`config.mk`:
```
export PLATFORM = sky130hd
export DESIGN_NAME = pic_control_logic
export DESIGN_NICKNAME = d
export VERILOG_FILES = /design/src/rtl/pic_pkg.sv /design/src/rtl/pic_edge_detect.sv /design/src/rtl/pic_control_logic.sv
export SDC_FILE = /design/constraint.sdc
export NUM_CORES = 1
export LEC_CHECK = 0
export BUFFER_PORTS_ARGS = -buffer_cell sky130_fd_sc_hd__buf_2
export CAP_MARGIN = 10
export CORE_ASPECT_RATIO = 0.75
export CORE_MARGIN = 2
export CORE_UTILIZATION = 44
export CTS_CLUSTER_SIZE = 8
export DETAILED_ROUTE_END_ITERATION = 10
export PLACE_DENSITY_LB_ADDON = 0.08
export SETUP_SLACK_MARGIN = 0.15
export SLEW_MARGIN = 20
export SYNTH_ARGS = -nofsm -noshare
export SYNTH_HDL_FRONTEND = slang
export SYNTH_HIERARCHICAL = 1
export SYNTH_SLANG_ARGS = --single-unit
export TNS_END_PERCENT = 5
```
`constraint.sdc`:
```
create_clock -name clk -period 1.1 [get_ports clk]
set_input_delay 0.165 -clock clk [delete_from_list [all_inputs] [get_ports clk]]
set_output_delay 0.165 -clock clk [all_outputs]
set_load 0.02 [all_outputs]
```
`src/rtl/pic_pkg.sv`:
```
// pic_pkg
//   Shared types and constants for the 8259-style control logic:
//   acknowledge-sequencer state type, ICW strobe bit indices and the
//   default level reported for a request that vanished before INTA.
package pic_pkg;

  typedef enum logic [2:0] {
    IDLE  = 3'd0,
    PEND  = 3'd1,
    ACK1  = 3'd2,
    WAIT2 = 3'd3,
    ACK2  = 3'd4
  } pic_state_t;

  // Bit positions inside icw_strobe[4:1]
  localparam int ICW1 = 1;
  localparam int ICW2 = 2;
  localparam int ICW3 = 3;
  localparam int ICW4 = 4;

  localparam logic [2:0] SPURIOUS_LVL_DEF = 3'd7;

endpackage

```
`src/rtl/pic_edge_detect.sv`:
```
// pic_edge_detect
//   Registers the clk-synchronous inta_n and reports one-cycle fall/rise
//   pulses by comparing the registered sample with the current value.
// Ports
//   clk     in  system clock
//   rst     in  synchronous active-high reset (sample resets to 1 = idle)
//   inta_n  in  CPU interrupt acknowledge, active low
//   fall    out inta_n went 1 -> 0 this cycle
//   rise    out inta_n went 0 -> 1 this cycle
module pic_edge_detect (
  input  logic clk,
  input  logic rst,
  input  logic inta_n,
  output logic fall,
  output logic rise
);

  logic inta_prev;

  always_ff @(posedge clk) begin
    if (rst) inta_prev <= 1'b1;
    else     inta_prev <= inta_n;
  end

  assign fall = inta_prev & ~inta_n;
  assign rise = ~inta_prev & inta_n;

endmodule

```
`src/rtl/pic_control_logic.sv`:
```
// pic_control_logic
//   Holds the ICW configuration captured from the R/W decoder and runs the
//   8086-style two-pulse interrupt acknowledge: raise int_out, mark the ISR
//   bit on the first INTA, drive {vector_base, level} on the second.
// Ports
//   clk, rst               clock / synchronous active-high reset
//   data_in, icw_strobe    ICW byte and one-hot ICW1..ICW4 valid strobes
//   int_req, int_level     pending request and its level from the resolver
//   inta_n                 CPU acknowledge, active low
//   int_out                interrupt request to the CPU
//   data_out, data_oe      vector byte and its bus enable
//   isr_set, auto_eoi      one-cycle ISR set / AEOI clear pulses
//   init_done              ICW sequence complete
//   ltim, sngl, ic4, upm, aeoi, vector_base, icw3   stored configuration
//
// state | meaning
// IDLE  | no request in service; waits for int_req once initialized
// PEND  | int_out asserted, waiting for first INTA fall
// ACK1  | first INTA low, waiting for its rise
// WAIT2 | between pulses, waiting for second INTA fall
// ACK2  | vector on the bus while INTA low; rise ends the cycle
module pic_control_logic
  import pic_pkg::*;
#(
  parameter logic [2:0] SPURIOUS_LVL = SPURIOUS_LVL_DEF
) (
  input  logic       clk,
  input  logic       rst,
  input  logic [7:0] data_in,
  input  logic [4:1] icw_strobe,
  input  logic       int_req,
  input  logic [2:0] int_level,
  input  logic       inta_n,
  output logic       int_out,
  output logic [7:0] data_out,
  output logic       data_oe,
  output logic [7:0] isr_set,
  output logic       auto_eoi,
  output logic       init_done,
  output logic       ltim,
  output logic       sngl,
  output logic       ic4,
  output logic       upm,
  output logic       aeoi,
  output logic [4:0] vector_base,
  output logic [7:0] icw3
);

  pic_state_t state;
  logic [2:0] lvl;
  logic       spurious;
  logic       inta_fall;
  logic       inta_rise;
  logic [4:1] icw_win;

  pic_edge_detect u_edge (
    .clk    (clk),
    .rst    (rst),
    .inta_n (inta_n),
    .fall   (inta_fall),
    .rise   (inta_rise)
  );

  // Simultaneous strobes: keep only the lowest-numbered ICW
  always_comb begin
    icw_win = '0;
    if      (icw_strobe[ICW1]) icw_win[ICW1] = 1'b1;
    else if (icw_strobe[ICW2]) icw_win[ICW2] = 1'b1;
    else if (icw_strobe[ICW3]) icw_win[ICW3] = 1'b1;
    else if (icw_strobe[ICW4]) icw_win[ICW4] = 1'b1;
  end

  always_ff @(posedge clk) begin
    if (rst) begin
      state       <= IDLE;
      lvl         <= '0;
      spurious    <= 1'b0;
      int_out     <= 1'b0;
      data_out    <= '0;
      data_oe     <= 1'b0;
      isr_set     <= '0;
      auto_eoi    <= 1'b0;
      init_done   <= 1'b0;
      ltim        <= 1'b0;
      sngl        <= 1'b0;
      ic4         <= 1'b0;
      upm         <= 1'b0;
      aeoi        <= 1'b0;
      vector_base <= '0;
      icw3        <= '0;
    end else begin
      isr_set  <= '0;
      auto_eoi <= 1'b0;

      if (icw_win[ICW2]) begin
        vector_base <= data_in[7:3];
        if (sngl && !ic4) init_done <= 1'b1;
      end
      if (icw_win[ICW3]) begin
        icw3 <= data_in;
        if (!ic4) init_done <= 1'b1;
      end
      if (icw_win[ICW4]) begin
        upm       <= data_in[0];
        aeoi      <= data_in[1];
        init_done <= 1'b1;
      end

      if (icw_win[ICW1]) begin
        // Re-initialization aborts any acknowledge in flight
        ltim      <= data_in[3];
        sngl      <= data_in[1];
        ic4       <= data_in[0];
        upm       <= 1'b0;
        aeoi      <= 1'b0;
        init_done <= 1'b0;
        state     <= IDLE;
        int_out   <= 1'b0;
        data_oe   <= 1'b0;
        data_out  <= '0;
      end else begin
        case (state)
          IDLE: begin
            if (init_done && int_req) begin
              state   <= PEND;
              int_out <= 1'b1;
            end
          end
          PEND: begin
            if (inta_fall) begin
              state    <= ACK1;
              int_out  <= 1'b0;
              lvl      <= int_req ? int_level : SPURIOUS_LVL;
              spurious <= ~int_req;
              if (int_req) isr_set <= 8'd1 << int_level;
            end
          end
          ACK1: begin
            if (inta_rise) state <= WAIT2;
          end
          WAIT2: begin
            if (inta_fall) begin
              state    <= ACK2;
              data_out <= {vector_base, lvl};
              data_oe  <= 1'b1;
            end
          end
          ACK2: begin
            if (inta_rise) begin
              state    <= IDLE;
              data_oe  <= 1'b0;
              data_out <= '0;
              auto_eoi <= aeoi & ~spurious;
            end
          end
          default: state <= IDLE;
        endcase
      end
    end
  end

endmodule

```
==> flow_summary.json <==
{
  "n_fill_cell": 308,
  "r2r_cells": 4,
  "grtUsageMet3": 0.0537,
  "total_power_mw": 3.29,
  "totalWireLength_mm": 4.08,
  "swShare": 0.229,
  "fp.dieW_um": 76.7,
  "gp_congestion": 0.791,
  "ys_ff_latch": 46,
  "ff2ff_setup_slack_ns": -0.1,
  "min_period_ns": 1.20,
  "min_to": "u_edge/inta_prev",
  "synth_top_area_frac": 0.528,
  "root_buffer": "clkbuf_8",
  "grt_pass1_vias": 1373,
  "grt_max_degree": 17,
  "die_area_mm2": 0.00449,
  "cp_num_buf_inv": 0,
  "layout.nets": 260,
  "clkLatencyLatePin_ns": 0.30,
  "synth_ff_type": "dfxtp_1",
  "synth.cells.most_frequent": "dfxtp_1 (46), nor2_1 (25), nand2_1 (22)",
  "hold_class": "input pin to register",
  "gr-total-overflow": 0,
  "ios": 57,
  "arrival_ns": 1.39,
  "antenna_found_initial": 0,
  "synth_xor_area_frac": 0.00502,
  "whs_ns": 0.0704,
  "setup_violations": 12,
  "violations": "negative setup slack",
  "stdcell_area_mm2": 0.00258,
  "avgViaCountPerCell": 4.91,
  "path_class": "register to register",
  "synth_fp_nets": 188,
  "start_util": 0.468,
  "synth_mux_area_frac": 0.109,
  "slowest_delay_ns": 0.33,
  "synth_simple_gate_area_frac": 0.242,
  "start_kind": "register",
  "ir_worst_vdd_v": 0.000869,
  "hold_path_depth": 2,
  "stdcell_count": 294,
  "dp_hpwl_mm": 2.81,
  "timing.rr.start": "u_edge/inta_prev",
  "intPower_mw": 2.54,
  "worstPathMaxFanout": 4,
  "critPathCaptureType": "register",
  "yosys-top-cells-area": "dfxtp_1 (53%), mux2i_1 (11%), nor2_1 (5.4%)",
  "drv_slew": 0,
  "core_mm2": 0.00373,
  "power.density_mw_per_mm2": 1280,
  "post_drt_wl_per_cell_um": 13.9,
  "place_inst": 286,
  "synth_top_family_by_area": "simple AND/OR/NAND/NOR gates",
  "clockPowerShare": 0.377,
  "crit_required_ns": 1.30,
  "fp.dieH_um": 58.5,
  "synth_area_mm2": 0.00175,
  "synth_compound_area_frac": 0.0796,
  "power_frac_comb": 0.098,
  "antenna_cells": 0,
  "power.switching_uw": 752,
  "fin_util": 0.691,
  "place_area_mm2": 0.00219,
  "register_area_um2": 962,
  "max-clock-path-buffers": 2,
  "setup_ws_ns": -0.0955,
  "antenna_left": 0,
  "synth_edf_count": 0,
  "htree_num_levels": 2,
  "syn_inst": 169,
  "cts_buffers": 5,
  "cts_tree": "built",
  "leakage_nw": 1.10,
  "hold_viol_final": 0,
  "crit_chain": "and2b_2 -> and4b_2 -> nand2_2 -> o221a_1",
  "power_frac_seq": 0.525,
  "met1_usage": 0.241,
  "async_reset_ff_frac": 0,
  "grt_pass1_wl_mm": 6.53,
  "grt.busiest_layer": "met2",
  "synth_adder_area_share": 0,
  "maxSlewHeadroom": 0.723,
  "synth_largest_area_cell": "dfxtp_1",
  "post_cts_buffers": 0,
  "tightestPinTransition_ns": 0.415,
  "timing.fmax_ghz": 0.836,
  "critical_path.top_delay_family": "simple AND/OR/NAND/NOR gates",
  "clkSinkCount": 46,
  "cts.reportedPaths.clkPinSlew_ns": 0.09,
  "min-delay-start": "inta_n",
  "rsz0062_at_grt": "true",
  "cap_violations": 0,
  "syn_area_per_cell_um2": 10.3,
  "r2r_end": "lvl[1]",
  "yosys.cell_types.count": 40,
  "routed-via-count": 1444,
  "layout-drive-gt1-share": 0.545,
  "status": "finished, violations left",
  "slowest_stage": "dfxtp_2",
  "area_growth_syn_to_layout_pct": 47.7,
  "yosysMostFrequentCell": "dfxtp_1",
  "finalCritPeriodShare": 1.09,
  "use_met2": 0.302,
  "synth-seq-area-share": 0.528,
  "ys_warn_count": 6,
  "grt_usage": 0.190,
  "first_pass_iters": 5,
  "multi_input_area_um2": 796,
  "cp.depth": 4,
  "rows": 19,
  "drc_errors": 0,
  "first_iter_violations": 65,
  "port_buffers": 56,
  "finClkSkew_ns": 0.00458,
  "cts_hold_buf": 0
}
[power groups by stage]
| stage | sequential (mW) | combinational (mW) | clock, mW |
|---|---|---|---|
| floorplan | 1.79 | 0.124 | 0 |
| global placement | 1.75 | 0.281 | 0 |
| detailed placement | 1.75 | 0.286 | 0 |
| CTS | 1.72 | 0.314 | 1.28 |
| global route | 1.73 | 0.350 | 1.35 |
| finish | 1.73 | 0.324 | 1.24 |
[cell families after synthesis]
logic type,Yosys count
AO/OA/AOI/OAI,19
XOR/XNOR,1
buffers and inverters,12
flip-flops,46
multiplexers,19
AND/OR/NAND/NOR,72
[state kept, by name (all words and copies together) (netlist names)]
register and count:
data_out 8, icw3 8, isr_set 8, vector_base 5, lvl 3, state 3
aeoi 1, auto_eoi 1, data_oe 1, ic4 1, init_done 1, int_out 1
ltim 1, sngl 1, spurious 1, u_edge/inta_prev 1, upm 1
[worst max path at each step]
stage,slack [ns],from,to
detailed placement,-0.13,inta_n,lvl[0]
global route,-0.17,u_edge/inta_prev,isr_set[1]
floorplan,-0.02,u_edge/inta_prev,lvl[0]
CTS,-0.11,u_edge/inta_prev,lvl[0]
finish,-0.1,u_edge/inta_prev,lvl[1]
global placement,-0.11,inta_n,lvl[0]
[cell usage in the layout, fill, tap and decap left out, types with 3 or more instances in the layout]
master     n
nand2_1   20
nor2_1    25
dfxtp_2   33
mux2i_1   19
dfxtp_1   13
buf_6     31
inv_1      3
clkbuf_8   5
buf_4     22
o22ai_1    7
buf_2     20
[layer usage]
metal | vias up | part of all wire | wire length (um)
li1 | 731 | - | -
met2 | 41 | 0.45 | 1850
met1 | 664 | 0.47 | 1930
met4 | 0 | 0.019 | 79
met3 | 8 | 0.053 | 215
met5 | - | 0 | 0
[per-stage QoR]
| step | setup TNS, ns | worst slack, ns |
|---|---|---|
| 2_1_floorplan | -0.0481 | -0.0209 |
| 3_3_place_gp | -1.32 | -0.113 |
| 3_5_place_dp | -2.02 | -0.130 |
| 4_1_cts | -0.745 | -0.108 |
| 5_1_grt | -1.92 | -0.170 |
| 6_report | -0.532 | -0.0955 |
[timing repair]
action                     in CTS  in global routing
gates resized for setup        83                 24
pin swaps                      10                  3
setup endpoints to repair      57                 59
[area by class of cell]
class | count | area share
multi-input combinational | 111 | 0.309
tap | 52 | 0.0252
sequential | 46 | 0.373
timing repair buffer | 74 | 0.246
clock buffer | 6 | 0.0281
clock inverter | 2 | 0.0146
inverter | 3 | 0.00437
No activity file was read; power rests on OpenSTA's default activity.
